`src/rtl/ad_symframe.sv`:
```
// ADC symbol framer: drops the cyclic prefix and emits 64-sample symbols in two's complement.
// Define AD_SYMFRAME_DCBLOCK_EN to add per-channel DC removal (adds one cycle of latency).
module ad_symframe #(
    parameter int unsigned CP_LEN     = 16,
    parameter bit          OFFSET_BIN = 1'b1
) (
    input  logic       CLK,
    input  logic       RST,
    input  logic [7:0] adc_i,
    input  logic [7:0] adc_q,
    input  logic       adc_strobe,
    input  logic       sym_sync,
    output logic [7:0] ad1,
    output logic [7:0] ad2,
    output logic       ad_valid,
    output logic       ad_sof,
    output logic [7:0] sym_cnt,
    output logic       sync_err
);

    typedef enum logic [1:0] {StIdle, StSkip, StPass} state_e;

    localparam logic [7:0] CodeFlip   = OFFSET_BIN ? 8'h80 : 8'h00;
    localparam logic [5:0] CpLast     = 6'(CP_LEN - 1);
    // With no prefix the symbol boundary lands directly in PASS.
    localparam state_e     StAfterSym = state_e'((CP_LEN == 0) ? StPass : StSkip);

    state_e     state_q, state_d, cur_state;
    logic [5:0] cnt_q, cnt_d, cur_cnt;
    logic [7:0] sym_cnt_q, sym_cnt_d;
    logic       sync_err_q, sync_err_d;
    logic       emit, sof;

    always_comb begin
        sym_cnt_d  = sym_cnt_q;
        sync_err_d = sync_err_q;
        emit       = 1'b0;
        sof        = 1'b0;
        cur_state  = state_q;
        cur_cnt    = cnt_q;
        if (sym_sync) begin
            if (state_q == StPass) sync_err_d = 1'b1;
            cur_state = StAfterSym;
            cur_cnt   = '0;
        end
        state_d = cur_state;
        cnt_d   = cur_cnt;
        // A strobe coincident with sym_sync is processed in the freshly entered phase.
        if (adc_strobe) begin
            case (cur_state)
                StSkip: begin
                    if (cur_cnt == CpLast) begin
                        state_d = StPass;
                        cnt_d   = '0;
                    end else begin
                        cnt_d = cur_cnt + 6'd1;
                    end
                end
                StPass: begin
                    emit = 1'b1;
                    sof  = (cur_cnt == 6'd0);
                    if (cur_cnt == 6'd63) begin
                        state_d   = StAfterSym;
                        cnt_d     = '0;
                        sym_cnt_d = sym_cnt_q + 8'd1;
                    end else begin
                        cnt_d = cur_cnt + 6'd1;
                    end
                end
                default: ;
            endcase
        end
    end

    always_ff @(posedge CLK) begin
        if (RST) begin
            state_q    <= StIdle;
            cnt_q      <= '0;
            sym_cnt_q  <= '0;
            sync_err_q <= 1'b0;
        end else begin
            state_q    <= state_d;
            cnt_q      <= cnt_d;
            sym_cnt_q  <= sym_cnt_d;
            sync_err_q <= sync_err_d;
        end
    end

    logic [7:0] x_re, x_im;
    logic [7:0] ad1_q, ad2_q;
    logic       valid_q, sof_q;

    assign x_re = adc_i ^ CodeFlip;
    assign x_im = adc_q ^ CodeFlip;

`ifdef AD_SYMFRAME_DCBLOCK_EN
    logic               strb1_q, emit1_q, sof1_q;
    logic [7:0]         x1_re_q, x1_im_q;
    logic signed [15:0] acc_re_q, acc_im_q;
    logic signed [16:0] y_re, y_im;

    function automatic logic [7:0] sat8(input logic signed [16:0] v);
        if (v > 17'sd127) return 8'h7f;
        else if (v < -17'sd128) return 8'h80;
        else return v[7:0];
    endfunction

    // y = x - (acc >>> 6), both sign-extended to 17 bits so the difference cannot wrap.
    assign y_re = $signed({{9{x1_re_q[7]}}, x1_re_q}) - $signed({{7{acc_re_q[15]}}, acc_re_q[15:6]});
    assign y_im = $signed({{9{x1_im_q[7]}}, x1_im_q}) - $signed({{7{acc_im_q[15]}}, acc_im_q[15:6]});

    always_ff @(posedge CLK) begin
        if (RST) begin
            strb1_q  <= 1'b0;
            emit1_q  <= 1'b0;
            sof1_q   <= 1'b0;
            x1_re_q  <= '0;
            x1_im_q  <= '0;
            acc_re_q <= '0;
            acc_im_q <= '0;
            valid_q  <= 1'b0;
            sof_q    <= 1'b0;
            ad1_q    <= '0;
            ad2_q    <= '0;
        end else begin
            strb1_q <= adc_strobe;
            emit1_q <= emit;
            sof1_q  <= sof;
            if (adc_strobe) begin
                x1_re_q <= x_re;
                x1_im_q <= x_im;
            end
            // Accumulators track every strobe, including prefix and idle samples.
            if (strb1_q) begin
                acc_re_q <= acc_re_q + y_re[15:0];
                acc_im_q <= acc_im_q + y_im[15:0];
            end
            valid_q <= emit1_q;
            sof_q   <= sof1_q;
            if (emit1_q) begin
                ad1_q <= sat8(y_re);
                ad2_q <= sat8(y_im);
            end
        end
    end
`else
    always_ff @(posedge CLK) begin
        if (RST) begin
            valid_q <= 1'b0;
            sof_q   <= 1'b0;
            ad1_q   <= '0;
            ad2_q   <= '0;
        end else begin
            valid_q <= emit;
            sof_q   <= sof;
            if (emit) begin
                ad1_q <= x_re;
                ad2_q <= x_im;
            end
        end
    end
`endif

    assign ad1      = ad1_q;
    assign ad2      = ad2_q;
    assign ad_valid = valid_q;
    assign ad_sof   = sof_q;
    assign sym_cnt  = sym_cnt_q;
    assign sync_err = sync_err_q;

endmodule

```
`config.mk`:
```
export PLATFORM = sky130hd
export DESIGN_NAME = ad_symframe
export DESIGN_NICKNAME = d
export VERILOG_FILES = /design/src/rtl/ad_symframe.sv
export SDC_FILE = /design/constraint.sdc
export NUM_CORES = 1
export LEC_CHECK = 0
export ABC_AREA = 1
export CAP_MARGIN = 20
export CORE_AREA = 5 5 64 66
export CTS_CLUSTER_SIZE = 28
export DETAILED_ROUTE_END_ITERATION = 12
export DIE_AREA = 0 0 69 71
export PLACE_DENSITY = 0.77
export SYNTH_ARGS = -nofsm -noshare
export SYNTH_HDL_FRONTEND = slang
export SYNTH_SLANG_ARGS = --single-unit
export TNS_END_PERCENT = 30
```
`constraint.sdc`:
```
create_clock -name CLK -period 1.94 [get_ports CLK]
set_input_delay 0.291 -clock CLK [delete_from_list [all_inputs] [get_ports CLK]]
set_output_delay 0.291 -clock CLK [all_outputs]
set_load 0.02 [all_outputs]
```
==> flow_metrics.env <==
export IMPL_status="completed"
export IMPL_wire_per_inst_um=11.82
export IMPL_syn_area_per_cell_um2=7.507
export IMPL_firstDrtPassIters=4
export IMPL_fin_area_mm2=0.002246
export IMPL_clkPwrFrac_pct=38.6
export IMPL_gp_congestion=0.8900
export IMPL_grt_max_degree=26
export IMPL_diodes=0
export IMPL_syn_area_mm2=0.001539
export IMPL_rsz0062_at_grt="yes"
export IMPL_p_sw_share_pct=22.38
export IMPL_total_power_mw=1.358
export IMPL_crit_slowest_cell="clkdlybuf4s50_1"
export IMPL_clock_skew_ps=8.461
export IMPL_track_usage_pct=16.44
export IMPL_clk_pin_slew_ps=110
export IMPL_layout_drive_gt1_share_pct=12.27
export IMPL_ctsResizeCount=0
export IMPL_postCtsSetupBuffers=0
export IMPL_die_x_um=69
export IMPL_crit_required_ps=2170
export IMPL_yosysSeqAreaShare_pct=45.53
export IMPL_avgViaCountPerCell=4.842
export IMPL_core_area_mm2=0.003523
export IMPL_syn_nets=230
export IMPL_seq_power_share_pct=53.4
export IMPL_synth_top_cell_area_share_pct=45.53
export IMPL_slew_violations=0
export IMPL_synth_cell_types=29
export IMPL_hold_ws_ps=469.9
export IMPL_p_int_mw=1.054
export IMPL_cp_arrival_ps=2030
export IMPL_io_pins=47
export IMPL_grt_pass1_wl_um=6520
export IMPL_p_switching_uw=304.0
export IMPL_min_to="sym_cnt[5]"
export IMPL_antenna_found_initial=0
export IMPL_layout_min_cycle_time_ps=1794
export IMPL_path_class="in2reg"
export IMPL_layout_commonest_cell="clkdlybuf4s50_1"
export IMPL_clockBufferDepth=2
export IMPL_crit_path_end_kind="flip-flop"
export IMPL_hold_buffers=0
export IMPL_vias=1535
export IMPL_p_leak_nw=0.9307
export IMPL_finalNetCount=293
export IMPL_ys_seq_elements=35
export IMPL_grt_pass1_vias=1509
export IMPL_wl_um=3746
export IMPL_ff2ff_path_depth=9
export IMPL_fmax_ghz=0.5574
export IMPL_critPathMaxStageDelay_ps=510
export IMPL_finalSetupViolCount=0
export IMPL_route_detailed_drc=0
export IMPL_row_count=22
export IMPL_cts_inserted_buffers=5
export IMPL_syn2layout_area_growth_pct=45.93
export IMPL_fin_setup_tns_ps=0
export IMPL_cap_violations=0
export IMPL_ant_nets=0
export IMPL_placed_cell_area_mm2=0.002160
export IMPL_fp_dieH_um=71
export IMPL_start_util_pct=43.68
export IMPL_critical_path_peak_fanout=12
export IMPL_period_share_pct=92.48
export IMPL_most_common_layout_cells="clkdlybuf4s50_1 (46), nor2_1 (41), nand2_1 (35), dfxtp_1 (35)"
export IMPL_synth_top_cells_by_area="dfxtp_1 (46%), nor2_1 (10%), nand2_1 (8.5%)"
export IMPL_min_path_type="reg2reg"
export IMPL_crit_path_start_kind="input port"
export IMPL_path_cells="clkdlybuf4s50_1 > inv_4 > nand2_1 > inv_1 > ha_1 > nand4_2 > nor3_4 > buf_12 > inv_2 > nor2_1 > nor2_1"
export IMPL_die_area_mm2=0.004899
export IMPL_cts_root_buf="clkbuf_4"
export IMPL_cts_tree="yes"
export IMPL_r2r_slack_ps=270
export IMPL_r2r_start="cnt_q[1]"
export IMPL_syn_inst=205
export IMPL_fin_util_pct=63.74
export IMPL_min_from="sym_cnt[5]"
export IMPL_synth_area_leader_cell="dfxtp_1"
export IMPL_powerDensity_mw_per_mm2=604.8
export IMPL_max_slew_worst_pin_slew_ps=299.3
export IMPL_hold_viol=0
export IMPL_port_buffer_count=46
export IMPL_whs_path_depth=2
export IMPL_p_comb_share_pct=8.0
export IMPL_r2r_end="sym_cnt[1]"
export IMPL_ys_warn_count=0
export IMPL_cts_sinks=35
export IMPL_drt_initial_drc_count=55
export IMPL_cp_common_cell="nor2_1"
export IMPL_vdd_drop_max_v=0.0004915
export IMPL_relSlewSlack_pct=79.98
export IMPL_clock_latency_ps=340
export IMPL_grt_overflow_total=0
export IMPL_htreeDepth=2
export IMPL_dpl_hpwl_um=2896
[layer usage]
metal | vias to the layer above | wire [um] | track usage [%]
met3 | 6 | 267 | 6.818
met2 | 43 | 1890 | 29.03
met4 | 0 | 61 | 6.941
met1 | 693 | 1526 | 17.23
met5 | - | 0 | 0
li1 | 793 | - | -
[how the worst max path moves through the flow]
stage              from         end  depth (start not counted)
2_1_floorplan  sym_sync    cnt_q[5]                         10
3_5_place_dp   sym_sync  sym_cnt[1]                         10
4_1_cts        sym_sync    cnt_q[5]                         11
6_report       sym_sync  sym_cnt[1]                         11
3_3_place_gp   sym_sync    cnt_q[5]                         11
5_1_grt        sym_sync  sym_cnt[1]                         11
[synth_stat cells]
master and n:
nor3b_1 1, buf_6 1, xor2_1 2, or2_2 1
xnor2_1 2, nor3_4 1, ha_1 5, nand4_1 3
nand3_2 2, dfxtp_1 35, buf_2 2, nor2_1 42
nand3_1 10, o21ai_0 17, inv_2 2, nand4_2 1
inv_4 1, a211oi_1 1, nor4_1 1, o21bai_1 1
a41oi_1 1, o21a_1 1, inv_1 17, nor3_1 1
a21oi_1 13, nand2_1 35, o211ai_1 1, o21ai_1 2
clkbuf_1 3
[critical path: cells and delay by family]
family | cells | cell delay [ps]
adder cells (fa/ha/maj) | 1 | 190
buffers and inverters | 5 | 930
AND/OR/NAND/NOR | 5 | 610
[cell type report]
class / count / area [um^2]
inverter: 20 / 80.08
fill: 355 / 1277
tap: 48 / 60.06
timing repair buffer: 62 / 593.1
sequential: 35 / 700.7
multi-input combinational: 144 / 730.7
clock buffer: 5 / 37.54
clock inverter: 3 / 43.79
[sequential cells by signal (all words and copies together) (netlist names)]
| signal | count |
|---|---|
| ad_sof | 1 |
| cnt_q | 6 |
| ad_valid | 1 |
| sync_err | 1 |
| ad2 | 8 |
| state_q | 2 |
| sym_cnt | 8 |
| ad1 | 8 |
[through the flow]
step / std cells / worst slack (ps)
final: 317 / 146.0
after global routing: 317 / -3.670
after CTS: 317 / 157.8
after detailed placement: 309 / -204.3
after global placement: 309 / -143.8
after floorplan: 205 / 448.1
[power groups by stage]
stage | clock network (mW) | registers [mW] | logic (mW)
floorplan | 0 | 0.741 | 0.0440
global placement | 0 | 0.742 | 0.106
detailed placement | 0 | 0.742 | 0.108
CTS | 0.539 | 0.725 | 0.109
global route | 0.575 | 0.726 | 0.121
finish | 0.524 | 0.725 | 0.109
[kinds of logic after synthesis]
kind of cell	after synthesis	share of synthesized area [%]
adders and majority gates	5	4.065
and+or+nand+nor	98	28.05
DFF	35	45.53
AOI/OAI and AO/OA	37	12.93
buffers and inverters	26	7.155
xor gates and xnor gates	4	2.277
Note: power is estimated with default switching activity, not from simulation.
